**config.mk**
```make
export PLATFORM = sky130hd
export DESIGN_NAME = timer_sched
export DESIGN_NICKNAME = d
export VERILOG_FILES = /design/src/rtl/timer_pkg.sv /design/src/rtl/rr_arb.sv /design/src/rtl/timer_sched.sv
export SDC_FILE = /design/constraint.sdc
export NUM_CORES = 1
export LEC_CHECK = 0
export ABC_AREA = 1
export CAP_MARGIN = 20
export CORE_UTILIZATION = 44
export CTS_CLUSTER_DIAMETER = 50
export DETAILED_ROUTE_END_ITERATION = 7
export GPL_TIMING_DRIVEN = 1
export PLACE_DENSITY = 0.88
export SYNTH_ARGS = -nofsm -noshare
export SYNTH_HDL_FRONTEND = slang
export SYNTH_HIERARCHICAL = 1
export SYNTH_SLANG_ARGS = --single-unit
```
**constraint.sdc**
```tcl
create_clock -name clk -period 2.44 [get_ports clk]
set_input_delay 0.488 -clock clk [delete_from_list [all_inputs] [get_ports clk]]
set_output_delay 0.488 -clock clk [all_outputs]
set_load 0.03 [all_outputs]
```
**src/rtl/timer_pkg.sv**
```systemverilog
// Shared state encoding and width defaults for the timeout scheduler.
// Latency: none (types and constants only).
// Backpressure: not applicable.
package timer_pkg;

   localparam int CW_DEF = 16;

   typedef enum logic [1:0] {
      IDLE = 2'd0,
      LOAD = 2'd1,
      RUN  = 2'd2,
      DONE = 2'd3
   } state_t;

   // Index width for a requester count; keeps one bit for the single-requester case.
   function automatic int idx_w(input int n);
      return (n > 1) ? $clog2(n) : 1;
   endfunction

endpackage

```
**src/rtl/rr_arb.sv**
```systemverilog
// Round-robin pick among requesters, starting at the slot after ptr.
// Latency: combinational.
// Backpressure: none; caller decides whether to act on the winner.
module rr_arb import timer_pkg::*; #(
   parameter int NREQ = 4,
   parameter int IW   = idx_w(NREQ)
) (
   input  logic [NREQ-1:0] req,
   input  logic [IW-1:0]   ptr,
   output logic [NREQ-1:0] win,
   output logic            vld
);

   // Scan ptr+1, ptr+2, ... with wrap; the first active requester wins.
   always_comb begin
      int idx;
      win = '0;
      vld = 1'b0;
      idx = 0;
      for (int i = 1; i <= NREQ; i++) begin
         idx = int'(ptr) + i;
         if (idx >= NREQ) begin
            idx = idx - NREQ;
         end
         if (!vld && req[idx[IW-1:0]]) begin
            win[idx[IW-1:0]] = 1'b1;
            vld              = 1'b1;
         end
      end
   end

endmodule

```
**src/rtl/timer_sched.sv**
```systemverilog
// Shares one prescaled down-counter among NREQ timeout requesters, round-robin.
// Latency: grant 1 cycle after request; done pulse load*(prescaler+1) enabled RUN cycles after LOAD.
// Backpressure: en=0 freezes arbitration and counting; dropping the owner's req aborts silently.
module timer_sched import timer_pkg::*; #(
   parameter  int NREQ = 4,
   parameter  int CW   = CW_DEF,
   localparam int IW   = idx_w(NREQ)
) (
   input  logic              clk,
   input  logic              rst,
   input  logic              en,
   input  logic [CW-1:0]     prescaler,
   input  logic [NREQ-1:0]   req,
   input  logic [NREQ*CW-1:0] load,
   output logic [NREQ-1:0]   gnt,
   output logic [NREQ-1:0]   done,
   output logic              busy,
   output logic [IW-1:0]     cur_id,
   output logic [CW-1:0]     count
);

   state_t          state_q;
   logic [NREQ-1:0] gnt_q;
   logic [NREQ-1:0] done_q;
   logic [IW-1:0]   cur_id_q;
   logic [IW-1:0]   ptr_q;
   logic [CW-1:0]   count_q;
   logic [CW-1:0]   ps_cnt_q;

   logic [NREQ-1:0] arb_win;
   logic            arb_vld;
   logic [IW-1:0]   arb_id_d;
   logic [CW-1:0]   load_arr [NREQ];
   logic [CW-1:0]   owner_load_d;
   logic            owner_req_d;

   rr_arb #(
      .NREQ (NREQ),
      .IW   (IW)
   ) u_rr_arb (
      .req (req),
      .ptr (ptr_q),
      .win (arb_win),
      .vld (arb_vld)
   );

   // Unpack the flat load bus and select the owner's load and request.
   always_comb begin
      arb_id_d = '0;
      for (int i = 0; i < NREQ; i++) begin
         load_arr[i] = load[i*CW +: CW];
         if (arb_win[i]) begin
            arb_id_d = IW'(i);
         end
      end
      owner_load_d = load_arr[cur_id_q];
      owner_req_d  = req[cur_id_q];
   end

   // Scheduler FSM with inline counter and prescaler; done is a registered one-cycle pulse.
   always_ff @(posedge clk) begin
      if (rst) begin
         state_q  <= IDLE;
         gnt_q    <= '0;
         done_q   <= '0;
         cur_id_q <= '0;
         ptr_q    <= IW'(NREQ - 1);
         count_q  <= '0;
         ps_cnt_q <= '0;
      end else begin
         done_q <= '0;
         case (state_q)
            IDLE: begin
               if (en && arb_vld) begin
                  state_q  <= LOAD;
                  gnt_q    <= arb_win;
                  cur_id_q <= arb_id_d;
               end
            end
            LOAD: begin
               if (!owner_req_d) begin
                  // Abort: count keeps whatever it last held.
                  state_q <= IDLE;
                  gnt_q   <= '0;
                  ptr_q   <= cur_id_q;
               end else begin
                  count_q  <= owner_load_d;
                  ps_cnt_q <= '0;
                  if (owner_load_d == '0) begin
                     state_q <= DONE;
                     gnt_q   <= '0;
                     done_q  <= gnt_q;
                  end else begin
                     state_q <= RUN;
                  end
               end
            end
            RUN: begin
               if (!owner_req_d) begin
                  state_q <= IDLE;
                  gnt_q   <= '0;
                  ptr_q   <= cur_id_q;
               end else if (en) begin
                  // >= lets a prescaler lowered below ps_cnt fire on the very next cycle.
                  if (ps_cnt_q >= prescaler) begin
                     ps_cnt_q <= '0;
                     if (count_q != '0) begin
                        count_q <= count_q - CW'(1);
                     end
                     if (count_q <= CW'(1)) begin
                        state_q <= DONE;
                        gnt_q   <= '0;
                        done_q  <= gnt_q;
                     end
                  end else begin
                     ps_cnt_q <= ps_cnt_q + CW'(1);
                  end
               end
            end
            DONE: begin
               // Owner goes to the back of the round-robin order.
               state_q <= IDLE;
               ptr_q   <= cur_id_q;
            end
            default: begin
               state_q <= IDLE;
               gnt_q   <= '0;
            end
         endcase
      end
   end

   assign gnt    = gnt_q;
   assign done   = done_q;
   assign busy   = (state_q != IDLE);
   assign cur_id = cur_id_q;
   assign count  = count_q;

endmodule

```
==> summary.txt, run 1 <==
Status
  – Outcome: finished with violations
  – Failing checks: design-rule violations

Timing
  – Rel. slew slack: 69.0%
  – TNS Setup: 0 ns
  – Post-route minimum period: 2.32 ns
  – Final hold violation count: 0
  – Worst-margin pin slew: 0.465 ns
  – Final setup skew: 0.0145 ns
  – Final Setup Violations: 0
  – Setup slack after layout: 0.125 ns
  – RSZ-0062 raised after global routing: false
  – Max-slew violation count: 0
  – Tcrit/Tclk final: 94.9%
  – Highest clock rate: 0.432 GHz

Route
  – Iter 0 DRT Violations: 185
  – WL/cell: 11.5 um
  – Post-route ant nets: 0
  – DR vias/cell: 4.91
  – Via count: 4521
  – Final WL: 10600 um
  – DRC: 5
  – Initial DRT Pass Iterations: 7

Placement
  – Post-Place Setup Slack: -0.137 ns
  – Placed cell area: 5430 um^2
  – GPL Wtd Cong: 0.856
  – Buffers on Ports: 113
  – Dpl hpwl: 8370 um

Global route
  – Initial antenna violation count: 0
  – First-pass GRT wire length: 18000 um
  – Largest net degree at the start of global routing: 37
  – Total Routing Usage GR: 22.5%
  – Vias in the first global route: 4162
  – Overflow after GRT: 0

Critical path
  – R2R cell count: 15
  – Endpoint class of the critical path: output pin
  – Crit Path Class: reg -> out
  – Reg2reg start: ptr_q[0]
  – Critical Path RT: 1.95 ns
  – Element type at the critical path start: register
  – CP arrival: 1.83 ns
  – Reg-to-reg endpoint: state_q[0]
  – CP max FO: 4
  – Crit path to: busy
  – Crit path launch: state_q[0]
  – R2R setup slack: 0.29 ns

Pwr
  – Final total power: 6.15 mW
  – PD cells: 1110 nW/um^2
  – Peak supply drop: 0.734 mV
  – Leak: 2.61 nW

CTS
  – Clk buf depth: 2
  – CTS sink count: 46
  – CTS buffer count: 5
  – Worst skew pair latency: 0.31 ns
  – Root buffer cell: clkbuf_8
  – CTS tree: done
  – Worst-path clk slew: 0.09 ns
  – H-Tree Depth: 2

Synth
  – Syn Nets: 801
  – Top post-synthesis cells by area: dfxtp_1 (23%), nand2_1 (20%), ha_1 (9.9%)
  – Main synth FF type: dfxtp_1
  – Asr flop ratio synth: 0%
  – Synthesized area: 4060 um^2
  – Post-synth EDFFs: 0
  – Seq cells post-synth: 46
  – Synthesis Warnings: 6
  – Syn Inst Count: 682
  – Count of cell types in the netlist: 39
  – Post-synth top area share: 22.7%
  – Largest area contributor in the netlist: dfxtp_1
  – Post-synthesis area per instance: 5.96 um^2
  – Sequential area share after synthesis: 22.7%

Floorplan
  – Die area: 9620 um^2
  – Area of the core: 8850 um^2
  – Die Ht: 98.1 um
  – Starting Density: 45.9%
  – FP Rows: 34
  – Top-Level Pins: 114
  – Die width: 98.1 um

Min path
  – Hold Path Class: reg -> reg

Finish
  – FF+latch area: 921 um^2
  – Nets: 930
  – Fraction of layout cells with a size suffix above 1: 8.00%
  – Area of the multi-input gates: 2750 um^2
  – Final core occ: 62.7%
  – Area growth, synth to finish: 36.6%
  – Final instance area: 5550 um^2
  – Filler cells: 845
  – Antenna cells: 0

Job
  – Max cap viols: 0
report_power, final:
| part | internal (mW) | switching, mW |
|---|---|---|
| Clock | 0.306 | 0.275 |
| Combinational | 1.67 | 2.73 |
| Sequential | 0.937 | 0.226 |
| Total | 2.91 | 3.23 |
layer usage:
metal	GRT usage, %	vias to the layer above	share of wire [%]
met5	0	-	0
met1	26.8	1964	44
met4	6.53	0	1.5
li1	-	2426	-
met3	3.36	18	5.1
met2	41.5	113	49
cell families after synthesis:
group / synth area share, %
and+or+nand+nor: 45.4
DFF: 22.7
adders and majority gates: 9.86
xor gates and xnor gates: 2.59
AOI/OAI and AO/OA: 9.45
buffers and inverters: 10.0
synthesized netlist by cell type, types with 2 or more instances:
library cell,count
a211oi_1,3
a21oi_1,28
and3_1,2
buf_2,9
buf_4,2
buf_6,2
clkbuf_1,5
dfxtp_1,46
ha_1,32
inv_1,74
inv_2,2
nand2_1,216
nand2_2,7
nand2_4,2
nand3_1,68
nand3_2,3
nand3_4,2
nand4_1,2
nor2_1,93
nor2_2,5
nor2_4,2
nor3_1,10
nor3b_1,4
nor4_1,3
o21ai_0,36
xnor2_1,3
xor2_1,9
registers in the layout, summed over array words and instances (netlist names):
name	flops
done	4
state_q	2
cur_id	2
ptr_q	2
ps_cnt_q	16
gnt	4
count	16
placed cells by master (no fill, tap or decap), drive strengths merged, types with 2 or more instances in the layout:
| cell | count |
|---|---|
| clkbuf | 6 |
| o21ai | 36 |
| clkdlybuf4s50 | 113 |
| ha | 32 |
| inv | 79 |
| nor4 | 3 |
| and3 | 2 |
| xor2 | 9 |
| dfxtp | 46 |
| a211oi | 4 |
| xnor2 | 3 |
| nand2 | 225 |
| nand4 | 2 |
| nor2 | 100 |
| buf | 27 |
| a21oi | 28 |
| nor3 | 11 |
| nand3 | 73 |
| nor3b | 5 |
timing repair:
item                       4_1_cts  5_1_grt
hold buffers                     0        0
resized for setup                0        3
buffers inserted                 0        0
setup endpoints to repair        0       17
worst min-delay path by stage:
| stage | depth (start not counted) | endpoint | start | slack, ns |
|---|---|---|---|---|
| after global routing | 2 | done[1] | gnt[1] | 0.51 |
| after floorplan | 2 | ps_cnt_q[10] | ps_cnt_q[10] | 0.47 |
| after global placement | 2 | done[3] | gnt[3] | 0.46 |
| after CTS | 2 | done[1] | gnt[1] | 0.49 |
| final | 2 | done[1] | gnt[1] | 0.48 |
| after detailed placement | 2 | done[1] | gnt[1] | 0.47 |
worst max-delay path: stages (launching register included):
cell	delay, ns
dfxtp_1	0.38
inv_1	0.08
ha_1	0.23
inv_1	0.14
clkdlybuf4s50_1	0.69
layout make-up:
cell class | instances | area share (%)
multi-input combinational | 539 | 49.4
timing repair buffer | 140 | 24.0
sequential | 46 | 16.6
inverter | 79 | 5.52
tap | 108 | 2.43
clock buffer | 6 | 1.31
clock inverter | 2 | 0.676
through the flow:
step           hold slack [ns]  instances
2_1_floorplan            0.468        682
3_3_place_gp             0.458        912
3_5_place_dp             0.471        912
4_1_cts                  0.486        920
5_1_grt                  0.512        920
6_report                 0.476        920
No activity file was read; power rests on OpenSTA's default activity.
==> run 2: changes to the inputs <==
CORE_UTILIZATION = 59   (was 44)
CTS_CLUSTER_DIAMETER = default   (was 50)
DONT_BUFFER_PORTS = 1   (was default)
PLACE_DENSITY = 0.89   (was 0.88)
==> summary.txt, run 2 (synthesized netlist as in run 1, its figures left out) <==
Status
  – Outcome: finished with violations (unchanged)
  – Failing checks: design-rule violations (unchanged)

Floorplan
  – Die area: 7220 um^2 (was 9620 um^2)
  – Starting Density: 62.6% (was 45.9%)
  – FP Rows: 29 (was 34)
  – Die width: 85.0 um (was 98.1 um)
  – Area of the core: 6490 um^2 (was 8850 um^2)
  – Die Ht: 85.0 um (was 98.1 um)
  – Top-Level Pins: 114 (unchanged)

Route
  – WL/cell: 14.0 um (was 11.5 um)
  – DR vias/cell: 5.66 (was 4.91)
  – Post-route ant nets: 0 (unchanged)
  – Initial DRT Pass Iterations: 7 (unchanged)
  – Iter 0 DRT Violations: 310 (was 185)
  – DRC: 4 (was 5)
  – Final WL: 10700 um (was 10600 um)
  – Via count: 4339 (was 4521)

Critical path
  – Crit Path Class: reg -> reg (was reg -> out)
  – Element type at the critical path start: register (unchanged)
  – CP max FO: 8 (was 4)
  – Critical Path RT: 2.65 ns (was 1.95 ns)
  – Worst-path cell chain: inv_2 > ha_1 > inv_1 > nand3_4 > nand2_4 > nand2_2 > nor2_4 > nand2_1 > a21oi_1 > nor2_1 > nand3_1 > nand2_2 > nand3_2 > nand2_1 > nand2_1 > nor2_1 (was inv_1 > ha_1 > inv_1 > clkdlybuf4s50_1)
  – Endpoint class of the critical path: register (was output pin)
  – Worst path top cell family by delay: simple AND/OR/NAND/NOR gates (was buffers and inverters)
  – R2R cell count: 16 (was 15)
  – CP max stage delay: 0.36 ns (was 0.69 ns)
  – Buf+Inv Stages, Crit Path: 2 (was 3)
  – Cell depth of the worst setup path: 16 (was 4)
  – CP max stage cell: dfxtp_1 (was clkdlybuf4s50_1)
  – CP arrival: 2.44 ns (was 1.83 ns)
  – Most common cell on crit path: nand2_1 (was inv_1)

Global route
  – Total Routing Usage GR: 30.1% (was 22.5%)
  – Overflow after GRT: 0 (unchanged)
  – Vias in the first global route: 4009 (was 4162)
  – Initial antenna violation count: 0 (unchanged)
  – Largest net degree at the start of global routing: 37 (unchanged)
  – First-pass GRT wire length: 17700 um (was 18000 um)

CTS
  – CTS tree: done (unchanged)
  – Worst skew pair latency: 0.31 ns (about the same)
  – Worst-path clk slew: 0.09 ns (about the same)
  – Clk buf depth: 2 (unchanged)
  – Setup Buffers After CTS: 0 (unchanged)
  – CTS sink count: 46 (unchanged)
  – Root buffer cell: clkbuf_8 (unchanged)
  – CTS resizes: 0 (unchanged)
  – H-Tree Depth: 2 (unchanged)
  – Post-CTS Hold Fix Bufs: 0 (unchanged)
  – CTS buffer count: 5 (unchanged)

Pwr
  – PD cells: 1310 nW/um^2 (was 1110 nW/um^2)
  – Leak: 2.13 nW (was 2.61 nW)
  – Peak supply drop: 0.821 mV (was 0.734 mV)
  – Final total power: 5.61 mW (was 6.15 mW)

Timing
  – Post-route minimum period: 2.23 ns (was 2.32 ns)
  – TNS Setup: 0 ns (unchanged)
  – RSZ-0062 raised after global routing: false (unchanged)
  – Tcrit/Tclk final: 91.5% (was 94.9%)
  – Highest clock rate: 0.448 GHz (was 0.432 GHz)
  – Final setup skew: 0.0106 ns (was 0.0145 ns)
  – Final Setup Violations: 0 (unchanged)
  – Final hold violation count: 0 (unchanged)
  – Max-slew violation count: 0 (unchanged)
  – Rel. slew slack: 68.4% (was 69.0%)
  – Worst-margin pin slew: 0.473 ns (was 0.465 ns)

Placement
  – GPL Wtd Cong: 0.951 (was 0.856)
  – Dpl hpwl: 8580 um (was 8370 um)
  – Buffers on Ports: 0 (was 113)

Finish
  – Area of the multi-input gates: 2740 um^2 (was 2750 um^2)
  – Fraction of layout cells with a size suffix above 1: 8.13% (was 8.00%)
  – Antenna cells: 0 (unchanged)
  – Area growth, synth to finish: 5.27% (was 36.6%)
  – Nets: 808 (was 930)
  – Commonest non-fill, non-tap cell in the layout: nand2_1 (unchanged)
  – Filler cells: 571 (was 845)
  – FF+latch area: 921 um^2 (unchanged)
  – Final core occ: 65.8% (was 62.7%)
  – Most frequent cells in the layout: nand2_1 (216), nor2_1 (93), inv_1 (74), nand3_1 (67), dfxtp_1 (46) (was nand2_1 (216), clkdlybuf4s50_1 (113), nor2_1 (93), inv_1 (74), nand3_1 (68))

Job
  – Max cap viols: 0 (unchanged)

Min path
  – Hold Path Class: in -> reg (was reg -> reg)
  – WHS Path Cells: 1 (was 2)
==> run 2: cell types whose count changed in the layout (fill, tap and decap cells not counted), sizes merged <==
| cell | previous run | this run |
|---|---|---|
| clkinvlp | 1 | 0 |
| clkbuf | 6 | 5 |
| buf | 27 | 18 |
| inv | 79 | 78 |
| clkdlybuf4s50 | 113 | 0 |
| clkinv | 0 | 3 |
| bufinv | 1 | 0 |
==> run 2: path summary, 6_finish.rpt <==
path	slack, ns	from	end
hold reg to reg	0.51	ps_cnt_q[0]	ps_cnt_q[0]
hold / removal	0.23	rst	count[14]
setup reg to reg	0.21	ptr_q[0]	gnt[3]
setup / recovery	0.21	ptr_q[0]	gnt[3]
==> run 2: area by class of cell <==
class,count,area share (%)
flip-flops and latches,46,21.5
clock inverters,2,0.234
inverters,79,7.14
clock buffers,5,1.61
well taps,77,2.25
multi-input cells,539,64.1
repair buffers,18,3.16
==> run 2: worst reg2reg max path, cell delays in order (launching register included) <==
cell	delay [ns]
dfxtp_1	0.36
inv_2	0.05
ha_1	0.35
inv_1	0.13
nand3_4	0.11
nand2_4	0.11
nand2_2	0.07
nor2_4	0.13
nand2_1	0.08
a21oi_1	0.19
nor2_1	0.07
nand3_1	0.09
nand2_2	0.11
nand3_2	0.12
nand2_1	0.06
nand2_1	0.06
nor2_1	0.05
==> run 2: report_power, final <==
part           switching [mW]  internal [mW]
logic                    2.64           1.23
clock network           0.269          0.193
registers               0.344          0.936
total                    3.25           2.36
==> run 2: per-stage QoR <==
stage / worst slack, ns / instance area, um^2 / hold slack, ns / cells
final: 0.207 / 4280 / 0.233 / 766
after global routing: 0.0120 / 4280 / 0.234 / 766
after CTS: 0.203 / 4270 / 0.240 / 766
after detailed placement: 0.189 / 4190 / 0.494 / 759
after global placement: 0.269 / 4190 / 0.486 / 759
after floorplan: 0.0984 / 4060 / 0.468 / 682
==> run 2: routing by layer <==
metal	vias to the layer above	wire length (um)	track usage [%]
li1	2182	-	-
met1	1942	4510	35.0
met2	192	5430	56.9
met3	23	589	3.70
met4	0	189	9.40
met5	-	0	0
